===== config.mk =====
export PLATFORM = sky130hd
export DESIGN_NAME = btn_conditioner
export DESIGN_NICKNAME = d
export VERILOG_FILES = /design/src/rtl/btn_pkg.sv /design/src/rtl/btn_debounce_ch.sv /design/src/rtl/btn_conditioner.sv
export SDC_FILE = /design/constraint.sdc
export NUM_CORES = 1
export LEC_CHECK = 0
export BUFFER_PORTS_ARGS = -buffer_cell sky130_fd_sc_hd__buf_2
export CAP_MARGIN = 5
export CORE_UTILIZATION = 45
export CTS_BUF_LIST = sky130_fd_sc_hd__clkbuf_2
export DETAILED_ROUTE_END_ITERATION = 16
export GPL_TIMING_DRIVEN = 1
export PLACE_DENSITY = 0.67
export SETUP_SLACK_MARGIN = 0.05
export SLEW_MARGIN = 20
export SYNTH_ARGS = -nofsm -noshare
export SYNTH_HDL_FRONTEND = slang
export SYNTH_SLANG_ARGS = --single-unit
export TNS_END_PERCENT = 1

===== constraint.sdc =====
create_clock -name clk -period 2.2 [get_ports clk]
set_input_delay 0.44 -clock clk [delete_from_list [all_inputs] [get_ports clk]]
set_output_delay 0.44 -clock clk [all_outputs]
set_load 0.005 [all_outputs]

===== src/rtl/btn_pkg.sv =====
// Shared constants and helpers for the push-button conditioning front end.
package btn_pkg;

  localparam int CLK_FREQ_HZ        = 100_000_000;
  localparam int DEB_CYCLES_DFLT    = 1_000_000;   // 10 ms at CLK_FREQ_HZ
  localparam int REPEAT_DELAY_DFLT  = 50_000_000;
  localparam int REPEAT_PERIOD_DFLT = 10_000_000;

  localparam int BTN_ENTER = 0;
  localparam int BTN_SIGN  = 1;

  // Width of a counter that must hold 0..n-1; never narrower than one bit.
  function automatic int cnt_width(input int n);
    return (n <= 2) ? 1 : $clog2(n);
  endfunction

endpackage


===== src/rtl/btn_debounce_ch.sv =====
// One button channel: 2-flop synchroniser, stability counter, level/pulse regs.
// Auto-repeat pulses are built only when BTN_AUTOREPEAT_EN is defined.
module btn_debounce_ch
  import btn_pkg::*;
#(
  parameter int DEB_CYCLES    = DEB_CYCLES_DFLT,
  parameter int REPEAT_DELAY  = REPEAT_DELAY_DFLT,
  parameter int REPEAT_PERIOD = REPEAT_PERIOD_DFLT
) (
  input  logic clk,
  input  logic rst_n,
  input  logic btn_in,
  output logic btn_level,
  output logic btn_pulse
);

  localparam int            CW       = cnt_width(DEB_CYCLES);
  localparam logic [CW-1:0] CNT_LAST = CW'(DEB_CYCLES - 1);

  if (DEB_CYCLES < 2 || REPEAT_DELAY < 1 || REPEAT_PERIOD < 1) begin : g_bad_param
    $error("btn_debounce_ch: illegal parameter value");
  end

  logic          s1, s2;
  logic [CW-1:0] cnt;
  logic          accept, press;

  // The counter only runs while s2 disagrees with the level, so it can never
  // pass CNT_LAST: reaching it either flips the level or gets cleared.
  assign accept = (s2 != btn_level) && (cnt == CNT_LAST);
  assign press  = accept && s2;

  always_ff @(posedge clk or negedge rst_n) begin
    if (!rst_n) begin
      s1        <= 1'b0;
      s2        <= 1'b0;
      cnt       <= '0;
      btn_level <= 1'b0;
    end else begin
      s1 <= btn_in;
      s2 <= s1;
      if (s2 == btn_level || accept) cnt <= '0;
      else                           cnt <= cnt + 1'b1;
      if (accept) btn_level <= s2;
    end
  end

`ifdef BTN_AUTOREPEAT_EN
  localparam int RW = cnt_width((REPEAT_DELAY > REPEAT_PERIOD) ? REPEAT_DELAY : REPEAT_PERIOD);
  localparam logic [RW-1:0] RPT_FIRST = RW'(REPEAT_DELAY - 1);
  localparam logic [RW-1:0] RPT_NEXT  = RW'(REPEAT_PERIOD - 1);

  logic [RW-1:0] rpt_cnt;
  logic          rpt_first;
  logic          rpt_hit;

  // rpt_cnt counts edges since the last emitted pulse; no repeat on a release edge.
  assign rpt_hit = btn_level && !accept && (rpt_cnt == (rpt_first ? RPT_FIRST : RPT_NEXT));

  always_ff @(posedge clk or negedge rst_n) begin
    if (!rst_n) begin
      rpt_cnt   <= '0;
      rpt_first <= 1'b1;
      btn_pulse <= 1'b0;
    end else begin
      btn_pulse <= press | rpt_hit;
      if (press || rpt_hit || !btn_level) rpt_cnt <= '0;
      else                                rpt_cnt <= rpt_cnt + 1'b1;
      if (press || !btn_level) rpt_first <= 1'b1;
      else if (rpt_hit)        rpt_first <= 1'b0;
    end
  end
`else
  always_ff @(posedge clk or negedge rst_n) begin
    if (!rst_n) btn_pulse <= 1'b0;
    else        btn_pulse <= press;
  end
`endif

endmodule


===== src/rtl/btn_conditioner.sv =====
// Push-button front end: N_BTN independent debounce channels, wiring only.
// Optional auto-repeat pulses are enabled with BTN_AUTOREPEAT_EN.
module btn_conditioner
  import btn_pkg::*;
#(
  parameter int N_BTN         = 2,
  parameter int DEB_CYCLES    = DEB_CYCLES_DFLT,
  parameter int REPEAT_DELAY  = REPEAT_DELAY_DFLT,
  parameter int REPEAT_PERIOD = REPEAT_PERIOD_DFLT
) (
  input  logic             clk,
  input  logic             rst_n,
  input  logic [N_BTN-1:0] btn_in,
  output logic [N_BTN-1:0] btn_level,
  output logic [N_BTN-1:0] btn_pulse
);

  for (genvar i = 0; i < N_BTN; i++) begin : g_ch
    btn_debounce_ch #(
      .DEB_CYCLES   (DEB_CYCLES),
      .REPEAT_DELAY (REPEAT_DELAY),
      .REPEAT_PERIOD(REPEAT_PERIOD)
    ) u_ch (
      .clk      (clk),
      .rst_n    (rst_n),
      .btn_in   (btn_in[i]),
      .btn_level(btn_level[i]),
      .btn_pulse(btn_pulse[i])
    );
  end

endmodule

==> results.toml, run 1 <==
[min_path]
holdCritStartpoint = "btn_in[0]"
hold_end = "g_ch[0].u_ch.s1"
hold_depth = 1
hold_path.class = "primary input to flop"

[pwr]
power.share.combinational_pct = 4.4
p_clk_share_pct = 32.5
p_per_area_mw_per_mm2 = 561
swShare_pct = 22.4
p_leak_nw = 1.06
switchingPower_w = 0.000322
p_int_w = 0.00111
irDropWorstVdd_v = 0.000210
power_frac_seq_pct = 63.2

[worst_setup_path]
required_ps = 2530
ff2ff_setup_slack_ps = 150
cp_max_fo = 4
crit_path_start_kind = "flop"
rr_startpoint = "g_ch[1].u_ch.cnt[10]"
arrival_ps = 2380
r2r_cells = 4
path_class = "flop to flop"
regToRegEndpoint = "g_ch[1].u_ch.btn_level"
cp-end-kind = "flop"

[floorplan]
rows = 25
io_pins = 8
dieArea_mm2 = 0.00540
die_w_um = 73.5
initial_core_util_pct = 47.7
dieHeight_um = 73.5
core_area_mm2 = 0.00482

[global_routing]
grt_pass1_wl_mm = 7.02
grtUsageTotal_pct = 17.2
grtUsageMet2_pct = 26.6
grt_max_degree = 22
antenna_found_initial = 0
grt_pass1_vias = 1629
top_usage_layer = "met2"
use_met3_pct = 5.21
grt_use_met1_pct = 22.1
overflow = 0

[clocking]
clkLatencyLatePin_ps = 430
clkTransAtPathRegs_ps = 230
cts_resized = 0
ctsLongestPathBuffers = 2
clock-sinks = 48
clock-root-buffer = "clkbuf_2"
post-cts-setup-buffers = 0
cts_buffers = 5
cts_tree = "built"
ctsHtreeMaxLevel = 2

[synthesis]
ys_seq_area_share_pct = 52.3
yosysWarnings = 0
syn_area_mm2 = 0.00230
synthArstFlopShare_pct = 100
ys_ff_latch = 48
synth_edf_count = 0
synth_fp_nets = 230
synth_area_per_cell_um2 = 10.3
ys_types = 36
synth_flop_cell = "dfrtp_1"
syn_inst = 224

[job]
maxCapViolCount = 0

[final_layout]
layoutNonFillerInstCount = 313
num-nets-final = 251
antennaDiodeCount = 0
finalCoreUtilization_pct = 53.1
area_delta_synth_final_pct = 11.4
fin_area_mm2 = 0.00256
layout-drive-gt1-share_pct = 16.7

[sta]
min_period_ps = 2050
max_slew_margin_pct = 60.1
fmax_mhz = 488
rsz0062_at_grt = "false"
fin_crit_sh_pct = 93.2
final-hold-violation-count = 0
tightest_slew_ps = 592
fin_tns_setup_ps = 0
finalSetupViolations = 0
fin_skew_ps = 20.9
final_max_slew_viol_count = 0

[placement]
hpwl_mm = 2.92
gp_congestion = 0.757
postPlaceCellArea_mm2 = 0.00248
io_buffers = 7
place_inst = 304

[routing]
vias = 1642
antenna_left = 0
drc = 0
first_pass_iters = 4
drt_iter0_drc = 117
vias_per_cell = 5.25
wire_per_inst_um = 13.1
wl_mm = 4.09

[outcome]
status = "finished clean"
==> cell usage in the layout, fill, tap and decap left out, drive strengths merged, types with 3 or more instances in the layout <==
cell type,instances
a21oi,8
buf,21
clkbuf,6
dfrtp,48
inv,7
nand2,14
nand3,11
nand4,8
nor2,34
nor3,9
nor4,6
o21ai,5
o31ai,6
or2,3
or3,3
or4,7
xnor2,18
xor2,10
==> flip-flops by register name, summed over array words and instances (netlist names) <==
name                 flops
g_ch.u_ch.btn_pulse      2
g_ch.u_ch.s2             2
g_ch.u_ch.btn_level      2
g_ch.u_ch.s1             2
g_ch.u_ch.cnt           40
==> repair_timing <==
action	in CTS	in global routing
hold buffers	1	0
hold endpoints to repair	8	0
endpoints found under the setup margin	0	0
==> how the worst max path moves through the flow <==
stage | endpoint | from | cells past startpoint
after floorplan | g_ch[1].u_ch.btn_level | g_ch[1].u_ch.cnt[13] | 4
after global placement | g_ch[1].u_ch.btn_level | g_ch[1].u_ch.cnt[10] | 4
after detailed placement | g_ch[1].u_ch.btn_level | g_ch[1].u_ch.cnt[10] | 4
after CTS | g_ch[1].u_ch.btn_level | g_ch[1].u_ch.cnt[10] | 4
final | g_ch[1].u_ch.btn_level | g_ch[1].u_ch.cnt[10] | 4
after global routing | g_ch[1].u_ch.btn_level | g_ch[1].u_ch.cnt[10] | 4
==> cell type report <==
class | instances | area [µm²]
inverters | 7 | 26.3
fillers | 446 | 2260
well taps | 67 | 83.8
clock buffers | 6 | 30.0
multi-input cells | 161 | 1020
flip-flops and latches | 48 | 1200
repair buffers | 22 | 163
clock inverters | 2 | 35.0
==> synth_stat cells (all sizes together) (3+ instances only) <==
cell	number	area share (%)
nand4	8	2.4
nor2	34	5.7
dfrtp	48	52
inv	7	1.1
or2	3	0.82
o31ai	6	2.0
or4	7	2.4
nand2	14	2.3
nor4	6	1.6
xor2	10	3.8
o21ai	5	1.6
or3	3	0.82
a21oi	8	1.7
nor3	9	2.0
nand3	11	2.4
xnor2	18	6.9
buf	7	2.2
==> metrics by stage <==
stage,hold WS (ps),power (W),setup WS [ps]
finish,96.5,0.00144,149
global route,60.0,0.00150,78.3
CTS,81.8,0.00146,135
detailed placement,306,0.000985,163
global placement,302,0.000983,191
floorplan,144,0.000948,149
==> power by group through the flow <==
stage          Sequential [W]  Clock (W)  Combinational, W
6_report             0.000907   0.000466         0.0000625
5_1_grt              0.000910   0.000519         0.0000731
4_1_cts              0.000908   0.000491         0.0000647
3_5_place_dp         0.000923          0         0.0000628
3_3_place_gp         0.000922          0         0.0000614
2_1_floorplan        0.000920          0         0.0000276
==> routing by layer <==
layer,wire (µm),vias up
met5,0,-
met2,1800,31
met4,56,0
met3,214,5
met1,2020,779
li1,-,827
==> worst max-delay path: stages, from the launching register on <==
cell	delay, ps
dfrtp_1	460
or4_1	510
or4_4	520
nor2_2	140
mux2_2	340
==> logic make-up (layout without fill, tap and decap cells) <==
logic type	after synthesis	count (layout)	share of synthesized area [%]
XOR/XNOR	28	28	10.7
buffers and inverters	15	37	3.54
AO/OA/AOI/OAI	20	20	5.66
multiplexers	4	4	1.85
flip-flops	48	48	52.3
adder cells (fa/ha/maj)	2	2	1.09
AND/OR/NAND/NOR	107	107	24.9
No activity file was read; power rests on OpenSTA's default activity.
==> run 2: changes to the inputs <==
MAX_ROUTING_LAYER = met4   (was unset)
==> results.toml, run 2 (synthesis gave the netlist of run 1 again) <==
[outcome]
status = "finished clean"

[sta]
rsz0062_at_grt = "false"
fin_tns_setup_ps = 0
tightest_slew_ps = 602
fmax_mhz = 488
final_max_slew_viol_count = 0
max_slew_margin_pct = 59.5
min_period_ps = 2050
fin_skew_ps = 21.8
fin_crit_sh_pct = 93.1
finalSetupViolations = 0
final-hold-violation-count = 0

[worst_setup_path]
crit_slowest_cell = "or4_4"
path_class = "flop to flop"
cp-end-kind = "flop"
rr_startpoint = "g_ch[1].u_ch.cnt[10]"
cp_max_fo = 4
path_buf_inv = 0
crit_path_start_kind = "flop"
crit_family = "simple AND/OR/NAND/NOR gates"
slowest_delay_ps = 520
path_cells = "or4_1, or4_4, nor2_2, mux2_2"
crit_start = "g_ch[1].u_ch.cnt[10]"
required_ps = 2530
arrival_ps = 2380

[routing]
wl_mm = 4.08
first_pass_iters = 4
vias = 1636
drt_iter0_drc = 113
routed-wl-met3_um = 197
wire_per_inst_um = 13.0
vias_per_cell = 5.23
antenna_left = 0
top_layer = "met4"
dr_wl_met2_mm = 1.81
met1_length_mm = 2.02
drc = 0

[global_routing]
grt_pass1_vias = 1631
grt_max_degree = 22
grt_pass1_wl_mm = 7.02
grtUsageTotal_pct = 17.8
overflow = 0
antenna_found_initial = 0

[final_layout]
layout_commonest_cell = "dfrtp_1"
antennaDiodeCount = 0
fin_area_mm2 = 0.00256
layout-drive-gt1-share_pct = 16.7
num-nets-final = 251
area_delta_synth_final_pct = 11.4
largest_register_ffs = 40
regMostFlops = "g_ch.u_ch.cnt"
layout_common_cells = "48 x dfrtp_1, 33 x nor2_1, 18 x xnor2_1"

[placement]
io_buffers = 7
gp_congestion = 0.767
postPlaceCellArea_mm2 = 0.00248
hpwl_mm = 2.92

[clocking]
cts_buffers = 5
clkLatencyLatePin_ps = 430
clock-sinks = 48
post-cts-setup-buffers = 0
clock-root-buffer = "clkbuf_2"
cts_tree = "built"
ctsLongestPathBuffers = 2
ctsHtreeMaxLevel = 2
clkTransAtPathRegs_ps = 230

[floorplan]
die_w_um = 73.5
io_pins = 8
dieHeight_um = 73.5
dieArea_mm2 = 0.00540
rows = 25
core_area_mm2 = 0.00482
initial_core_util_pct = 47.7

[pwr]
irDropWorstVdd_v = 0.000210
p_leak_nw = 1.06
finalPower_w = 0.00144
p_per_area_mw_per_mm2 = 561

[min_path]
holdCritStartpoint = "btn_in[0]"
hold_path.class = "primary input to flop"

[job]
maxCapViolCount = 0
-- run 2: cell counts in the layout (fill, tap and decap cells not counted) --
Identical to the previous run, type by type.
-- run 2: final cells by class --
cell class,count,area (µm²)
Tap cell,67,83.8
Fill cell,446,2260
Timing Repair Buffer,22,163
Inverter,7,26.3
Multi-Input combinational cell,161,1020
Clock inverter,2,35.0
Sequential cell,48,1200
Clock buffer,6,30.0
-- run 2: through the flow --
stage	utilization, %	setup slack, ps	std cells	hold slack, ps
after floorplan	-	149	224	144
after global placement	51.6	191	304	302
after detailed placement	51.6	163	304	306
after CTS	53.1	135	313	81.8
after global routing	53.1	78.3	313	60.0
final	53.1	151	313	95.9
-- run 2: report_power, final --
group	switching [W]	internal, W	total [W]	leakage, nW
sequential	0.0000111	0.000896	0.000907	0.656
clock	0.000271	0.000195	0.000466	0.0430
combinational	0.0000396	0.0000231	0.0000626	0.365
total	0.000322	0.00111	0.00144	1.06
-- run 2: timing repair --
action | in CTS | in global routing
hold buffers | 1 | 0
setup endpoints to repair | 0 | 0
resized for setup | 0 | 0
hold endpoints to repair | 8 | 0
-- run 2: worst reg2reg max path: stages, from the launching register on --
cell and delay [ps]:
dfrtp_1 460, or4_1 510, or4_4 520, nor2_2 140
mux2_2 340
-- run 2: routing by layer --
| metal | vias to the layer above | track usage [%] |
|---|---|---|
| met2 | 29 | 26.6 |
| li1 | 826 | - |
| met3 | 5 | 5.21 |
| met4 | 0 | 8.12 |
| met5 | - | - |
| met1 | 776 | 22.1 |
-- run 2: final timing paths --
path	endpoint	slack, ps	depth (start not counted)
worst min-delay path	g_ch[0].u_ch.s1	100	1
worst max register to register	g_ch[1].u_ch.btn_level	150	4
worst min register to register	g_ch[1].u_ch.s2	390	0
worst max-delay path	g_ch[1].u_ch.btn_level	150	4
min in group asynchronous	g_ch[0].u_ch.cnt[1]	350	2
max in group asynchronous	g_ch[1].u_ch.cnt[8]	1300	3
==> run 3: changes to the inputs <==
ABC_AREA = 1   (was unset)
==> results.toml, run 3 <==
[placement]
io_buffers = 7
hpwl_mm = 3.42
dp_slack_ps = 661
gp_congestion = 0.867

[final_layout]
area_delta_synth_final_pct = 4.34
largest_register_ffs = 40
num-nets-final = 340
layout-drive-gt1-share_pct = 11.9
layout_common_cells = "72 x nand2_1, 72 x nor2_1, 48 x dfrtp_1"
fillers = 568
antennaDiodeCount = 0
regMostFlops = "g_ch.u_ch.cnt"

[synthesis]
synth_edf_count = 0
synthArstFlopShare_pct = 100
synth_flop_cell = "dfrtp_1"
synth_area_leader_cell = "dfrtp_1"
synth_fp_nets = 331
ys_ff_latch = 48
synth_area_per_cell_um2 = 7.98
yosys-top-cells-area = "dfrtp_1 46%, nand2_1 10%, nor2_1 10%"
syn_inst = 325
ys_types = 24
syn_area_mm2 = 0.00259
synth.top_cell.area_share_pct = 46.3
yosysWarnings = 0
ys_seq_area_share_pct = 46.3
synth_commonest_cells = "72 x nand2_1, 72 x nor2_1, 48 x dfrtp_1, 30 x inv_1, 26 x nand3_1"

[pwr]
p_leak_nw = 1.17
p_per_area_mw_per_mm2 = 488
irDropWorstVdd_v = 0.000191

[min_path]
hold_path.class = "primary input to async pin"

[routing]
wl_mm = 4.67
vias_per_cell = 4.79
vias = 1950
drc = 0
first_pass_iters = 4
wire_per_inst_um = 11.5
drt_iter0_drc = 132
antenna_left = 0

[sta]
rsz0062_at_grt = "false"
fin_skew_ps = 17.9
fin_tns_setup_ps = 0
timing.final.ws_setup_ps = 670
max_slew_margin_pct = 60.1
min_period_ps = 1530
fin_crit_sh_pct = 69.5
tightest_slew_ps = 598
final-hold-violation-count = 0
finalSetupViolations = 0
final_max_slew_viol_count = 0
fmax_mhz = 654

[worst_setup_path]
path_class = "flop to flop"
arrival_ps = 1860
slowest_delay_ps = 490
cp-end-kind = "flop"
r2r_cells = 6
ff2ff_setup_slack_ps = 670
crit_path_start_kind = "flop"
regToRegEndpoint = "g_ch[1].u_ch.cnt[9]"
cp_max_fo = 17
required_ps = 2530
crit_start = "g_ch[1].u_ch.cnt[0]"
rr_startpoint = "g_ch[1].u_ch.cnt[0]"
path_cells = "ha_1, nand2_1, nor2_4, nand3_4, nand2_4, nor2_1"
crit_slowest_cell = "dfrtp_1"

[floorplan]
dieArea_mm2 = 0.00607
core_area_mm2 = 0.00554
io_pins = 8
rows = 27
die_w_um = 77.9
initial_core_util_pct = 46.8
dieHeight_um = 77.9

[global_routing]
grt_pass1_wl_mm = 8.24
grt_pass1_vias = 1777
overflow = 0
grtUsageMet2_pct = 27.2
antenna_found_initial = 0
use_met3_pct = 3.88
grt_max_degree = 49
grt_use_met1_pct = 24.3
grtUsageTotal_pct = 17.9
top_usage_layer = "met2"

[clocking]
ctsLongestPathBuffers = 2
clkLatencyLatePin_ps = 420
clock-sinks = 48
ctsHtreeMaxLevel = 2
cts_hold_buf = 0
cts_buffers = 5
clock-root-buffer = "clkbuf_2"
cts_tree = "built"
post-cts-setup-buffers = 0
clkTransAtPathRegs_ps = 230
cts_resized = 0

[outcome]
status = "finished clean"

[job]
maxCapViolCount = 0
run 3: cell count changes in the layout (fill, tap and decap cells not counted), moves of 12 or more:
cell     change
inv_1       +23
buf_4       -12
nor2_1      +39
nor2_2      +13
nand3_1     +15
nand2_1     +58
run 3: cell type report:
type	count	area, µm²	share of cell area [%]
multi-input combinational	240	1210	44.9
tap	72	90.1	3.33
sequential	48	1200	44.4
clock inverter	2	11.3	0.416
inverter	31	116	4.30
timing repair buffer	8	42.5	1.57
clock buffer	6	30.0	1.11
run 3: stage by stage:
step / std cells / instance area, µm² / total power [W] / utilization, % / hold slack (ps)
6_report: 407 / 2710 / 0.00132 / 48.8 / 64.8
3_5_place_dp: 399 / 2660 / 0.000984 / 48.1 / 336
4_1_cts: 407 / 2710 / 0.00135 / 48.8 / 64.0
3_3_place_gp: 399 / 2660 / 0.000982 / 48.1 / 333
5_1_grt: 407 / 2710 / 0.00139 / 48.8 / 48.2
2_1_floorplan: 325 / 2590 / 0.000958 / - / 144
run 3: logic make-up after synthesis:
logic type | synth area share, %
AND/OR/NAND/NOR | 35.9
XOR/XNOR | 7.43
AO/OA/AOI/OAI | 2.51
adder cells (fa/ha/maj) | 0.965
buffers and inverters | 6.85
flip-flops | 46.3
run 3: power by group:
group	switching [W]	internal, W
combinational	0.0000423	0.0000157
sequential	0.0000113	0.000896
clock	0.000274	0.0000793
total	0.000327	0.000991
run 3: metal layers:
layer	vias up	part of all wire (%)
met3	6	2.6
met2	20	45
li1	1035	-
met1	889	51
met4	0	1.2
met5	-	0
run 3: worst max-delay path by stage:
stage                                 endpoint
after floorplan           g_ch[0].u_ch.cnt[16]
after global placement    g_ch[1].u_ch.cnt[19]
after detailed placement   g_ch[1].u_ch.cnt[9]
after CTS                  g_ch[1].u_ch.cnt[9]
after global routing      g_ch[1].u_ch.cnt[19]
final                      g_ch[1].u_ch.cnt[9]
run 3: worst max-delay path: cells and delay by family (launching register included):
kind                     cells  cell delay (ps)
adder cells (fa/ha/maj)      1              200
flip-flops                   1              490
AND/OR/NAND/NOR              5              770
